`config.mk`:
```
export PLATFORM = sky130hd
export DESIGN_NAME = demux1to4_reg_flat
export DESIGN_NICKNAME = d
export VERILOG_FILES = /design/src/rtl/alu16_pkg.sv /design/src/rtl/demux1to4_reg_if.sv /design/src/rtl/demux1to4_reg_route_slot.sv /design/src/rtl/demux1to4_reg.sv /design/src/flat_wrapper.sv
export SDC_FILE = /design/constraint.sdc
export NUM_CORES = 1
export LEC_CHECK = 0
export BUFFER_PORTS_ARGS = -buffer_cell sky130_fd_sc_hd__buf_2
export CAP_MARGIN = 20
export CORE_MARGIN = 4
export CORE_UTILIZATION = 47
export CTS_BUF_LIST = sky130_fd_sc_hd__clkbuf_8
export DETAILED_ROUTE_END_ITERATION = 10
export PLACE_DENSITY_LB_ADDON = 0.15
export SLEW_MARGIN = 20
export SYNTH_ARGS = -nofsm -noshare
export SYNTH_HDL_FRONTEND = slang
export SYNTH_SLANG_ARGS = --single-unit
```
`constraint.sdc`:
```
create_clock -name clk -period 1.8 [get_ports clk]
set_input_delay 0.09 -clock clk [delete_from_list [all_inputs] [get_ports clk]]
set_output_delay 0.09 -clock clk [all_outputs]
set_load 0.03 [all_outputs]
```
`src/rtl/alu16_pkg.sv`:
```
// alu16_pkg: shared routing constants and the select decoder.
package alu16_pkg;
  localparam int sel_w  = 2;
  localparam int dest_n = 4;
  localparam int cnt_w  = 16;
  function automatic logic [dest_n-1:0] onehot(input logic [sel_w-1:0] s);
    return dest_n'(1) << s;
  endfunction
endpackage

```
`src/rtl/demux1to4_reg_if.sv`:
```
// demux1to4_reg_if: input channel, four output slots and transfer counter.
interface demux1to4_reg_if
  import alu16_pkg::*;
#(parameter int w = 32);
  logic [w-1:0]      in_data;
  logic [sel_w-1:0]  in_sel;
  logic              in_valid;
  logic              in_ready;
  logic              flush;
  logic [w-1:0]      out0;
  logic [w-1:0]      out1;
  logic [w-1:0]      out2;
  logic [w-1:0]      out3;
  logic [dest_n-1:0] out_valid;
  logic [dest_n-1:0] out_ready;
  logic [cnt_w-1:0]  xfer_cnt;
  modport master (
    output in_data, in_sel, in_valid, flush, out_ready,
    input  in_ready, out0, out1, out2, out3, out_valid, xfer_cnt
  );
  modport slave (
    input  in_data, in_sel, in_valid, flush, out_ready,
    output in_ready, out0, out1, out2, out3, out_valid, xfer_cnt
  );
endinterface

```
`src/rtl/demux1to4_reg_route_slot.sv`:
```
// route_slot: one-entry holding register for a single destination.
module route_slot #(parameter int w = 32) (
  input  logic         clk,
  input  logic         rst_n,
  input  logic         load,
  input  logic         drain,
  input  logic         clear,
  input  logic [w-1:0] d,
  output logic [w-1:0] q,
  output logic         valid
);
  always_ff @(posedge clk or negedge rst_n)
    if (!rst_n) begin
      q     <= '0;
      valid <= 1'b0;
    end else begin
      if (load) q <= d;
      valid <= ~clear & (load | (valid & ~drain));
    end
endmodule

```
`src/rtl/demux1to4_reg.sv`:
```
// demux1to4_reg: routes each accepted word into one of four registered output slots.
module demux1to4_reg
  import alu16_pkg::*;
#(parameter int w = 32) (
  input logic            clk,
  input logic            rst_n,
  demux1to4_reg_if.slave bus
);
  logic [w-1:0]      q [dest_n];
  logic [dest_n-1:0] valid;
  logic [dest_n-1:0] load;
  logic              accept;
  logic [cnt_w-1:0]  cnt;
  // a slot that drains this cycle can take a new word without a bubble
  assign bus.in_ready = rst_n & ~bus.flush & (~valid[bus.in_sel] | bus.out_ready[bus.in_sel]);
  assign accept       = bus.in_valid & bus.in_ready;
  assign load         = accept ? onehot(bus.in_sel) : '0;
  for (genvar k = 0; k < dest_n; k++) begin : g_slot
    route_slot #(.w(w)) u_slot (
      .clk   (clk),
      .rst_n (rst_n),
      .load  (load[k]),
      .drain (bus.out_ready[k]),
      .clear (bus.flush),
      .d     (bus.in_data),
      .q     (q[k]),
      .valid (valid[k])
    );
  end
  always_ff @(posedge clk or negedge rst_n)
    if (!rst_n) cnt <= '0;
    else if (accept) cnt <= cnt + cnt_w'(1);
  assign bus.out0      = q[0];
  assign bus.out1      = q[1];
  assign bus.out2      = q[2];
  assign bus.out3      = q[3];
  assign bus.out_valid = valid;
  assign bus.xfer_cnt  = cnt;
endmodule
```
`src/flat_wrapper.sv`:
```
// flat-port wrapper written by rule: the top's interface ports become plain ports
module demux1to4_reg_flat import alu16_pkg::*;
#(parameter int w = 32)
  (clk, rst_n, bus_in_data, bus_in_sel, bus_in_valid, bus_flush, bus_out_ready, bus_in_ready, bus_out0, bus_out1, bus_out2, bus_out3, bus_out_valid, bus_xfer_cnt);
  demux1to4_reg_if #(.w(w)) bus_i ();
  input logic clk;
  input logic rst_n;
  input wire logic [$bits(bus_i.in_data)-1:0] bus_in_data;
  input wire logic [$bits(bus_i.in_sel)-1:0] bus_in_sel;
  input wire logic [$bits(bus_i.in_valid)-1:0] bus_in_valid;
  input wire logic [$bits(bus_i.flush)-1:0] bus_flush;
  input wire logic [$bits(bus_i.out_ready)-1:0] bus_out_ready;
  output wire logic [$bits(bus_i.in_ready)-1:0] bus_in_ready;
  output wire logic [$bits(bus_i.out0)-1:0] bus_out0;
  output wire logic [$bits(bus_i.out1)-1:0] bus_out1;
  output wire logic [$bits(bus_i.out2)-1:0] bus_out2;
  output wire logic [$bits(bus_i.out3)-1:0] bus_out3;
  output wire logic [$bits(bus_i.out_valid)-1:0] bus_out_valid;
  output wire logic [$bits(bus_i.xfer_cnt)-1:0] bus_xfer_cnt;
  assign bus_i.in_data = bus_in_data;
  assign bus_i.in_sel = bus_in_sel;
  assign bus_i.in_valid = bus_in_valid;
  assign bus_i.flush = bus_flush;
  assign bus_i.out_ready = bus_out_ready;
  assign bus_in_ready = bus_i.in_ready;
  assign bus_out0 = bus_i.out0;
  assign bus_out1 = bus_i.out1;
  assign bus_out2 = bus_i.out2;
  assign bus_out3 = bus_i.out3;
  assign bus_out_valid = bus_i.out_valid;
  assign bus_xfer_cnt = bus_i.xfer_cnt;
  demux1to4_reg #(.w(w)) u_core (.clk(clk), .rst_n(rst_n), .bus(bus_i));
endmodule
```
==> summary.md <==
| Metric | Value |
|---|---|
| Final ANT Viol Nets | `0` |
| Post-DP HPWL | `9068 um` |
| Die Wd | `~120 um` |
| Vias | `between 3000 and 4000` |
| Max-Cap Viols | `0` |
| Syn avg cell area | `15.89 um2` |
| # nets final | `652` |
| Area of the core | `12060 um2` |
| Final worst-path cycle share | `1.125` |
| Mapped Nets | `409` |
| CP required | `1.71 ns` |
| Worst setup slack after layout | `-0.2248 ns` |
| First-pass iteration count of the detailed router | `4` |
| Post-route total power | `10.57 mW` |
| Worst-path cell chain | `nor2b_4, mux4_2, buf_12, nor3b_2, buf_4` |
| RSZ-0062 raised after global routing | `yes` |
| CTS Sinks | `148` |
| Placer Congestion | `0.7505` |
| All-Layer GR Usage | `0.1982` |
| Routed Wire Length | `13550 um` |
| Cells after synthesis | `around 370` |
| Slew @ Worst Pin | `0.7568 ns` |
| Critical path depth in cells | `5` |
| Yosys reg bits | `148` |
| Port bufs | `between 150 and 200` |
| Failing checks | `setup timing` |
| CP Class | `reg2out` |
| Vias in the first global route | `4189` |
| Setup crit end kind | `primary output` |
| Largest net degree at the start of global routing | `149` |
| Clock Skews | `0.005115 ns` |
| Reg clk slew, reported paths | `0.07 ns` |
| CTS Root Cell | `clkbuf_8` |
| CP delay by family, top | `multiplexers` |
| Wire per inst | `17.15 um` |
| Final Hold Fails | `0` |
| Final setup viols | `14` |
| FF-to-FF End | `u_core.bus.xfer_cnt[5]` |
| Number of buffers and inverters on the critical path | `2` |
| H-tree Lvls | `4` |
| M2 GR Usage | `0.3320` |
| Post-Syn Area | `5816 um2` |
| Share of layout cells above drive strength 1 | `0.6222` |
| Post-layout util | `0.6634` |
| Crit path DAT | `1.93 ns` |
| Drc violations | `0` |
| Leakage power | `3.937 nW` |
| Max frequency | `between 400 and 500 MHz` |
| Max-slew headroom | `0.4954` |
| FP Rows | `40` |
| Dpl ws | `-0.04292 ns` |
| CP startpoint | `u_core.g_slot[2].u_slot.valid` |
| Worst reg2reg setup slack | `-0.14 ns` |
| Post-place instance area | `7053 um2` |
| Total grt overflow | `0` |
| Cell type with the highest aggregate area in the netlist | `dfrtp_1` |
| Post-synthesis sequential area ratio | `0.6368` |
| Final min period | `2.025 ns` |
| CP Launch Type | `flop` |
| Iteration-0 DRC Markers | `between 150 and 200` |
| Synth Warn # | `0` |
| Met1 Usage GRT | `0.2394` |
| Library cells used by synthesis | `29` |
| Met3 Track Usage GR | `0.06458` |
| N_diodes | `0` |
| Ports | `around 190` |
| Pwr/cell area | `1321 nW/um2` |
| Crit path capture | `bus_in_ready` |
| CTS tree | `done` |
| Initial Util | `0.4822` |
| Via density | `4.895` |
| Num CTS Buffers | `17` |
| Worst-Skew Late Latency | `0.43 ns` |
| Final max-slew violation count | `0` |
| Hold Crit Class | `in2reg` |
| Yosys top cell area share | `0.6368` |
| Worst IR Drop VDD | `0.7655 mV` |
| # fillers | `909` |
| Ranking of synthesized cells by area | `dfrtp_1 (64%), mux2_2 (25%), xor2_1 (2.1%)` |
| First-pass GRT wire length | `22050 um` |
| FF-to-FF path depth | `6` |
| GR peak layer | `met2` |
| Die ar. | `14220 um2` |
| Initial antenna violation count | `0` |
| Critical Path Max Stage Delay | `0.49 ns` |
| R2r startpoint | `u_core.g_slot[2].u_slot.valid` |
| Die height | `~120 um` |
| Status | `complete, but fails checks` |
| Hold path start | `bus_out_ready[2]` |
| Area grow syn2layout | `37.59%` |
| Worst path slowest cell | `mux4_2` |
| Fin area | `8001 um2` |
| Max FO, Critical Path | `3` |
| Clk buf depth | `2` |
-- cell usage after synthesis, drive strengths merged --
library cell and number:
nand2b 2, nor3 6, and4b 1, nand3b 1, mux4 1, buf 19
nand4 5, mux2 129, dfrtp 148, xor2 14, nor3b 1, nand3 5
a21oi 2, nor2b 4, nor2 6, inv 3, xnor2 1, and4 2
and3 1, and2 1, ha 1, nor4 8, nand2 4, nor4b 1
-- power breakdown --
group / leakage [nW] / total [mW] / internal, mW / switching, mW
Clock: 0.228 / 2.72 / 1.56 / 1.16
Combinational: 1.88 / 3.38 / 1.15 / 2.23
Sequential: 1.83 / 4.47 / 4.05 / 0.416
-- sequential cells by signal (all words and copies together) (netlist names) --
signal	cells
u_core.g_slot.u_slot.q	128
u_core.bus.xfer_cnt	16
u_core.g_slot.u_slot.valid	4
-- cell families (layout without fill, tap and decap cells) --
family	count (synthesis)	after routing	share of synthesized area
buffers and inverters	22	278	0.02517
adder cells (fa/ha/maj)	1	1	0.002151
multiplexers	130	130	0.2537
AND/OR/NAND/NOR	48	48	0.05787
AO/OA/AOI/OAI	2	2	0.001721
flip-flops	148	148	0.6368
XOR/XNOR	15	15	0.02259
-- per-stage QoR --
| step | hold WS (ns) | setup TNS (ns) | std cells |
|---|---|---|---|
| after CTS | 0.008583 | -1.674 | 791 |
| after global routing | 0.01218 | -2.143 | 790 |
| after floorplan | -0.2056 | 0 | 366 |
| final | 0.04366 | -1.091 | 790 |
| after global placement | 0.3098 | 0 | 722 |
| after detailed placement | 0.3152 | -0.06655 | 722 |
-- timing repair --
action,in CTS,in global routing
endpoints found under the hold margin,280,0
hold buffers,35,0
resized for setup,27,6
pin swaps,10,2
buffers inserted,2,0
endpoints found under the setup margin,5,28
-- layout make-up --
class                      instances  area [um2]  area share
timing repair buffer             243        1511      0.1889
tap                              168       210.2     0.02627
multi-input combinational        196        2136      0.2669
clock buffer                      19       261.5     0.03268
clock inverter                    13       167.7     0.02095
inverter                           3       11.26    0.001407
sequential                       148        3704      0.4629
-- metal layers --
layer / vias up / share of wire
met5: - / 0
met1: 1943 / 0.41
li1: 1784 / -
met2: 124 / 0.51
met3: 16 / 0.062
met4: 0 / 0.017
-- tightest hold or removal path, stage by stage --
cell	delay, ns
buf_2	0.12
nand2b_1	0.15
a21oi_1	0.07
-- how the worst min path moves through the flow --
stage | endpoint | cells past startpoint
2_1_floorplan | u_core.bus.xfer_cnt[0] | 0
3_3_place_gp | u_core.bus.xfer_cnt[3] | 2
3_5_place_dp | u_core.bus.xfer_cnt[3] | 2
4_1_cts | u_core.g_slot[2].u_slot.valid | 3
5_1_grt | u_core.g_slot[2].u_slot.valid | 3
6_report | u_core.g_slot[2].u_slot.valid | 3
-- cell usage in the layout, fill, tap and decap left out, types with 2 or more instances in the layout --
cell type      netlist  layout
buf_2                9     188
dfrtp_1            148     148
mux2_2             129     129
dlygate4sd3_1        0      35
clkbuf_8             0      19
xor2_1              14      14
buf_4                4      13
nor4_4               2       8
inv_1                3       8
nor2_1               6       5
nand4_1              5       5
buf_12               0       5
nand2_1              4       4
nand3_1              5       4
bufinv_16            0       4
nor2b_4              0       3
nor3_4               0       3
nor3_2               0       3
nand2b_1             2       2
a21oi_1              2       2
and4_1               2       2
clkinvlp_4           0       2
buf_6                5       2
Note: power is estimated with default switching activity, not from simulation.
